==> src/rtl/uart_tx_word_fifo.sv <==
// Word FIFO between execute and the byte-wide UART sender; each 32-bit word leaves as 4 bytes.
// Optional sticky overflow flag when UART_TX_WORD_FIFO_OVERFLOW_EN is defined.
module uart_tx_word_fifo #(
    parameter int DEPTH_LOG2 = 3,
    parameter bit MSB_FIRST  = 1'b1
) (
    input  logic                  CLK,
    input  logic                  reset,
    input  logic [31:0]           wr_data,
    input  logic                  wr_en,
    output logic                  full,
    output logic                  empty,
    output logic [DEPTH_LOG2:0]   level,
    output logic [7:0]            tx_data,
    output logic                  tx_enable,
    input  logic                  tx_ready,
    output logic                  busy
`ifdef UART_TX_WORD_FIFO_OVERFLOW_EN
    ,
    output logic                  overflow,
    input  logic                  overflow_clr
`endif
);

    localparam int DEPTH = 1 << DEPTH_LOG2;
    localparam logic [DEPTH_LOG2:0] FULL_LEVEL = {1'b1, {DEPTH_LOG2{1'b0}}};

    typedef enum logic [2:0] {
        IDLE,
        LOAD,
        SEND,
        WAIT_BUSY,
        WAIT_DONE
    } state_t;

    state_t                state_q, state_d;
    logic [31:0]           mem [DEPTH];
    logic [DEPTH_LOG2-1:0] wr_ptr, rd_ptr;
    logic [DEPTH_LOG2:0]   count;
    logic [31:0]           shreg;
    logic [1:0]            byte_cnt;
    logic [7:0]            tx_data_q;
    logic [7:0]            cur_byte;
    logic [31:0]           shifted;
    logic                  push, pop;

    assign full  = (count == FULL_LEVEL);
    assign empty = (count == '0);
    assign level = count;
    assign busy  = (state_q != IDLE);
    assign push  = wr_en && !full;
    assign pop   = (state_q == LOAD);

    assign cur_byte = MSB_FIRST ? shreg[31:24] : shreg[7:0];
    assign shifted  = MSB_FIRST ? {shreg[23:0], 8'h00} : {8'h00, shreg[31:8]};

    // Only the byte under transmission is exposed in SEND; elsewhere the last sent byte is held.
    assign tx_data = (state_q == SEND) ? cur_byte : tx_data_q;

    always_ff @(posedge CLK) begin
        if (push) begin
            mem[wr_ptr] <= wr_data;
        end
    end

    always_ff @(posedge CLK) begin
        if (reset) begin
            wr_ptr <= '0;
            rd_ptr <= '0;
            count  <= '0;
        end else begin
            if (push) begin
                wr_ptr <= wr_ptr + 1'b1;
            end
            if (pop) begin
                rd_ptr <= rd_ptr + 1'b1;
            end
            case ({push, pop})
                2'b10:   count <= count + 1'b1;
                2'b01:   count <= count - 1'b1;
                default: count <= count;
            endcase
        end
    end

    always_ff @(posedge CLK) begin
        if (reset) begin
            state_q <= IDLE;
        end else begin
            state_q <= state_d;
        end
    end

    // The WAIT_BUSY/WAIT_DONE pair demands a high-low-high on tx_ready before the next byte.
    always_comb begin
        state_d   = state_q;
        tx_enable = 1'b0;
        case (state_q)
            IDLE: begin
                if (!empty) begin
                    state_d = LOAD;
                end
            end
            LOAD: begin
                state_d = SEND;
            end
            SEND: begin
                if (tx_ready) begin
                    tx_enable = 1'b1;
                    state_d   = WAIT_BUSY;
                end
            end
            WAIT_BUSY: begin
                if (!tx_ready) begin
                    state_d = WAIT_DONE;
                end
            end
            WAIT_DONE: begin
                if (tx_ready) begin
                    state_d = (byte_cnt == 2'd3) ? IDLE : SEND;
                end
            end
            default: begin
                state_d = IDLE;
            end
        endcase
    end

    always_ff @(posedge CLK) begin
        if (reset) begin
            shreg     <= '0;
            byte_cnt  <= '0;
            tx_data_q <= '0;
        end else begin
            if (state_q == LOAD) begin
                shreg    <= mem[rd_ptr];
                byte_cnt <= '0;
            end else if (state_q == WAIT_DONE && tx_ready && byte_cnt != 2'd3) begin
                shreg    <= shifted;
                byte_cnt <= byte_cnt + 2'd1;
            end
            if (tx_enable) begin
                tx_data_q <= cur_byte;
            end
        end
    end

`ifdef UART_TX_WORD_FIFO_OVERFLOW_EN
    // A dropped push outranks a clear arriving in the same cycle.
    always_ff @(posedge CLK) begin
        if (reset) begin
            overflow <= 1'b0;
        end else if (wr_en && full) begin
            overflow <= 1'b1;
        end else if (overflow_clr) begin
            overflow <= 1'b0;
        end
    end
`endif

endmodule

==> config.mk <==
export PLATFORM = sky130hd
export DESIGN_NAME = uart_tx_word_fifo
export DESIGN_NICKNAME = d
export VERILOG_FILES = /design/src/rtl/uart_tx_word_fifo.sv
export SDC_FILE = /design/constraint.sdc
export NUM_CORES = 1
export LEC_CHECK = 0
export ABC_AREA = 1
export CAP_MARGIN = 20
export CORE_MARGIN = 2
export CORE_UTILIZATION = 45
export DETAILED_ROUTE_END_ITERATION = 6
export GPL_ROUTABILITY_DRIVEN = 1
export PLACE_DENSITY = 0.72
export SYNTH_ARGS = -nofsm -noshare
export SYNTH_HDL_FRONTEND = slang
export SYNTH_SLANG_ARGS = --single-unit
export TNS_END_PERCENT = 100
==> constraint.sdc <==
create_clock -name CLK -period 3.3 [get_ports CLK]
set_input_delay 0.99 -clock CLK [delete_from_list [all_inputs] [get_ports CLK]]
set_output_delay 0.99 -clock CLK [all_outputs]
set_load 0.02 [all_outputs]
## After elaboration in Yosys (flattened, before gate mapping)

Memory sizes are Yosys's and may differ from the RTL's. A register that Yosys moved wholly into a read port is not among the register bits.
Cells that the tools add are included.

- Register bits: 55
- Memory bits (writable): 256
- Bits of input ports: 36
- Output and inout port bits: 16
- Memories: 1

Memory list:

| memory | words | width | read ports | clocked after memory_dff | wr ports | line | source |
|---|---|---|---|---|---|---|---|
| mem | 8 | 32 | 1 | 1 | 1 | 37 | `logic [31:0] mem [DEPTH];` |

- Add/sub/neg operators: 5
- Eq/ne operators: 13
- Mux-type cells: 16
- Reduce and logical (&&, ||, !) cells: 11

Operator list:

| cell | count |
|---|---|
| $mux 32 | 2 |
| $mux 3 | 6 |
| $pmux 3 s5 | 1 |
| $ne 2x2->1 const B | 5 |
| $mux 8 | 1 |
| $pmux 4 s2 | 1 |
| $add 3x1->3 const B | 2 |
| $eq 3x2->1 const B | 2 |
| $add 4x1->4 const B | 1 |
| $eq 2x2->1 const B | 2 |
| $eq 4x4->1 const B | 1 |
| $logic_not 4->1 | 1 |
| $mux 1 | 4 |
| $reduce_and 4->1 | 1 |
| $reduce_bool 2->1 | 2 |
| $sub 4x1->4 const B | 1 |
| $eq 3x1->1 const B | 1 |
| $eq 3x3->1 const B | 1 |
| $logic_and 1x1->1 | 3 |
| $logic_not 3->1 | 1 |
| $reduce_bool 3->1 | 1 |
| $add 2x1->2 const B | 1 |
| $eq 2x1->1 const B | 1 |
| $mux 2 | 1 |
| other kinds (2) | 2 |

## Logic depth before layout (Yosys ltp)

- Word-level depth: 5
- Mapped depth: 14

## Worst setup path before layout

Ideal clock, no wire load.

- Path kind: input port to flip-flop
- From: input wr_en
- To: memory mem[0][0] (enable)
- Library setup time: 421 ps
- Arrival: 2775 ps
- Required time: 2879 ps
- Path slack: 104 ps
- Stages on the path: 3
- Path buffers: 0
- Cells stage by stage: nand2_2 > or2_2 > nor2_1

- Cells in the longest elaborated chain, start to end: 3

Ends and longest elaborated chain:

| what | line | source |
|---|---|---|
| from (decl) | 10 | `input logic wr_en,` |
| $logic_and 1x1->1 | 51 | `assign push = wr_en && !full;` |
| $mux 1 | 61 | `if (push) begin` |
| $mux 1 (not written as such) | 62 | `mem[wr_ptr] <= wr_data;` |
| to (decl) | 37 |  |

Every way passes these cells.

## Worst setup path in the final report

- From: register state_q[2]
- To: output tx_data[2]

- Cells in the longest elaborated chain, start to end: 2

Ends and longest elaborated chain:

| what | line | source |
|---|---|---|
| from (decl) | 36 | `state_t state_q, state_d;` |
| from (signal assigned) | 90 | `state_q <= state_d;` |
| $eq 3x2->1 | 58 | `assign tx_data = (state_q == SEND) ? cur_byte : tx_data_q;` |
| $mux 8 | 58 |  |
| to (decl) | 14 | `output logic [7:0] tx_data,` |

Every way passes these cells.

==> impl_metrics.json <==
{
  "status": "complete, no violations",
  "p_sw_frac": 0.3095,
  "holdWs_ns": 0.4510,
  "finalHoldViolCount": 0,
  "synth.ff_latch_count": 314,
  "num_io_pins": 52,
  "core_sq_mm": 0.02940,
  "power_density_mw_per_mm2": 705.6,
  "fin_worst_skew_ns": 0.01065,
  "routed_wl_um": 28600,
  "synth.area.mux_share": 0,
  "clkSinkCount": 314,
  "synth_xor_area_frac": 0.001967,
  "internal-power_mw": 7.504,
  "clock_latency_ns": 0.56,
  "finish.net_count": 1428,
  "synth_compound_area_frac": 0.04654,
  "path_clk_slew_ns": 0.06,
  "gp_congestion": 0.7738,
  "p_total_mw": 10.87,
  "ff2ff_path_depth": 11,
  "floorplan.die_area_sq_mm": 0.03108,
  "grt_pass1_vias": 8708,
  "dr.pass1.iters": 6,
  "diodes": 0,
  "synth_fa_ha_area_frac": 0.005619,
  "ctsResizeCount": 0,
  "crit_chain": "nor2_4 > nand2_4 > nor2_1 > a21oi_1 > clkdlybuf4s50_1",
  "clock_power_share": 0.316,
  "avgSynthCellArea_sq_um": 9.956,
  "power_switching_mw": 3.364,
  "slowest_delay_ns": 0.62,
  "max_slew_margin": 0.4733,
  "hold_path_class": "reg2reg",
  "via_per_inst": 5.023,
  "synth_simple_gate_area_frac": 0.1931,
  "rows": 63,
  "ys_types": 30,
  "end_kind": "output port",
  "hold_depth": 2,
  "grt_max_degree": 129,
  "fin_area_sq_mm": 0.01540,
  "p_leak_nw": 6.362,
  "pre_cts_slack_ns": 0.05411,
  "yosysSeqAreaShare": 0.6623,
  "cap_violations": 0,
  "synth.cell_area_sq_mm": 0.01336,
  "finalCritPeriodShare": 0.9627,
  "grt.busiest_layer": "met2",
  "place_area_sq_mm": 0.01440,
  "critPathSlowestCell": "clkdlybuf4s50_1",
  "synth_warnings": 0,
  "grt_use_met3": 0.03187,
  "cts_root_buf": "clkbuf_16",
  "die_h_um": 176.3,
  "postCtsSetupBuffers": 0,
  "setup.worst_path.start_class": "flop",
  "grt_pass1_wl_um": 45440,
  "ir_drop_v": 0.0003920,
  "setup_slack_ns": 0.1232,
  "fin_tns_setup_ns": 0,
  "use_met2": 0.3155,
  "area_growth_pct": 15.29,
  "finalNonFillerCells": 1800,
  "track_usage": 0.1876,
  "p_seq_frac": 0.445,
  "vias": 9042,
  "io_buffers": 51,
  "dp_hpwl_um": 15840,
  "cts_tree": "done",
  "holdBufCountCts": 0,
  "fin_util": 0.5239,
  "required_ns": 2.31,
  "grt_overflow": 0,
  "drc_errors": 0,
  "synth_top_family_by_area": "simple AND/OR/NAND/NOR gates",
  "pwr-share-comb": 0.239,
  "crit_arrival_ns": 2.19,
  "cp_max_fo": 19,
  "layout_min_cycle_time_ns": 3.177,
  "final_max_slew_viol_count": 0,
  "finalSetupViolCount": 0,
  "detail_route.wl_per_cell_um": 15.89,
  "numCtsBuffers": 30,
  "final_antenna_net_count": 0,
  "die_w_um": 176.3,
  "worst_slew_pin_slew_ns": 0.7900,
  "max_freq_mhz": 314.8,
  "dp_cells": 1744,
  "drive_above_1_share": 0.07092,
  "initial_core_util": 0.4544,
  "ctsLongestPathBuffers": 3,
  "syn-num-nets": 1384,
  "drt-initial-drc-count": 677,
  "syn-instance-count": 1342,
  "critical_path_class": "reg2out",
  "antenna_found_initial": 1,
  "htree_levels": 1,
  "grt_util_met1": 0.2483
}
[flip-flops by register name (all words and copies together), names as in the netlist, named ones only]
| register | count |
|---|---|
| wr_ptr | 3 |
| mem | 256 |
| tx_data_q | 8 |
| level | 4 |
| byte_cnt | 2 |
| rd_ptr | 3 |
| shreg | 32 |
| state_q | 3 |
[cells by family (layout without fill, tap and decap cells)]
| group | count (synthesis) | count (layout) |
|---|---|---|
| AOI/OAI and AO/OA | 123 | 123 |
| xor gates and xnor gates | 3 | 3 |
| adders and majority gates | 6 | 6 |
| buffers and inverters | 295 | 363 |
| DFF | 314 | 314 |
| and+or+nand+nor | 601 | 601 |
[power by group through the flow]
stage | combinational, mW | sequential, mW | clock (mW)
after floorplan | 1.85 | 4.86 | 0
after global placement | 2.51 | 4.89 | 0
after detailed placement | 2.58 | 4.90 | 0
after CTS | 2.60 | 4.82 | 3.48
after global routing | 2.93 | 4.86 | 3.65
final | 2.60 | 4.83 | 3.44
[cells in the final DEF (no fill, tap or decap), types with 2 or more instances in the layout]
master / synthesis / final
clkinv_2: 1 / 8
buf_4: 5 / 19
nor2_4: 1 / 10
bufinv_16: 0 / 3
dfxtp_1: 58 / 56
clkinv_1: 0 / 5
clkdlybuf4s50_1: 0 / 50
nor2_1: 27 / 19
nand2_1: 357 / 357
a21oi_1: 62 / 62
clkinvlp_4: 0 / 2
clkbuf_16: 0 / 31
ha_1: 6 / 6
clkbuf_1: 12 / 5
buf_12: 0 / 9
o21ai_1: 29 / 29
o21ai_0: 30 / 30
clkbuf_8: 0 / 3
inv_2: 3 / 3
edfxtp_1: 256 / 256
xor2_1: 3 / 3
nand3_1: 204 / 204
inv_1: 224 / 223
nor2_2: 3 / 2
[Yosys cell counts, drive strengths merged]
cell type / instances / area share
a211oi: 1 / 0.00056
a21oi: 63 / 0.024
and3: 1 / 0.00047
buf: 55 / 0.023
clkbuf: 12 / 0.0034
clkinv: 1 / 0.00037
dfxtp: 58 / 0.087
edfxtp: 256 / 0.58
ha: 6 / 0.0056
inv: 227 / 0.064
nand2: 360 / 0.10
nand3: 205 / 0.077
nand4: 2 / 0.0021
nor2: 31 / 0.0098
nor3: 1 / 0.00037
o21ai: 59 / 0.022
or2: 1 / 0.00047
xor2: 3 / 0.0020
[area by class of cell]
cell class | instances | area, sq um
fillers | 2503 | 14000
inverters | 228 | 858.3
repair buffers | 79 | 835.8
flip-flops and latches | 314 | 8853
well taps | 390 | 488.0
clock buffers | 39 | 835.8
clock inverters | 17 | 158.9
multi-input cells | 733 | 3373
[critical path, delay by kind of cell (launching register included)]
| kind | cells | cell delay (ns) |
|---|---|---|
| DFF | 1 | 0.52 |
| AOI/OAI and AO/OA | 1 | 0.13 |
| buffers and inverters | 1 | 0.62 |
| and+or+nand+nor | 3 | 0.35 |
[metal layers]
metal | share of wire | wire, um
met1 | 0.44 | 12440
met2 | 0.48 | 13730
met3 | 0.063 | 1810
met4 | 0.021 | 600
met5 | 0.00038 | 11
[path summary, 6_finish.rpt]
path,start,slack (ns),endpoint
setup / recovery,state_q[2],0.12,tx_data[2]
hold reg to reg,tx_data_q[5],0.45,tx_data_q[5]
setup reg to reg,state_q[1],0.98,level[2]
hold / removal,tx_data_q[5],0.45,tx_data_q[5]
Power figures use the tool's default switching activity.
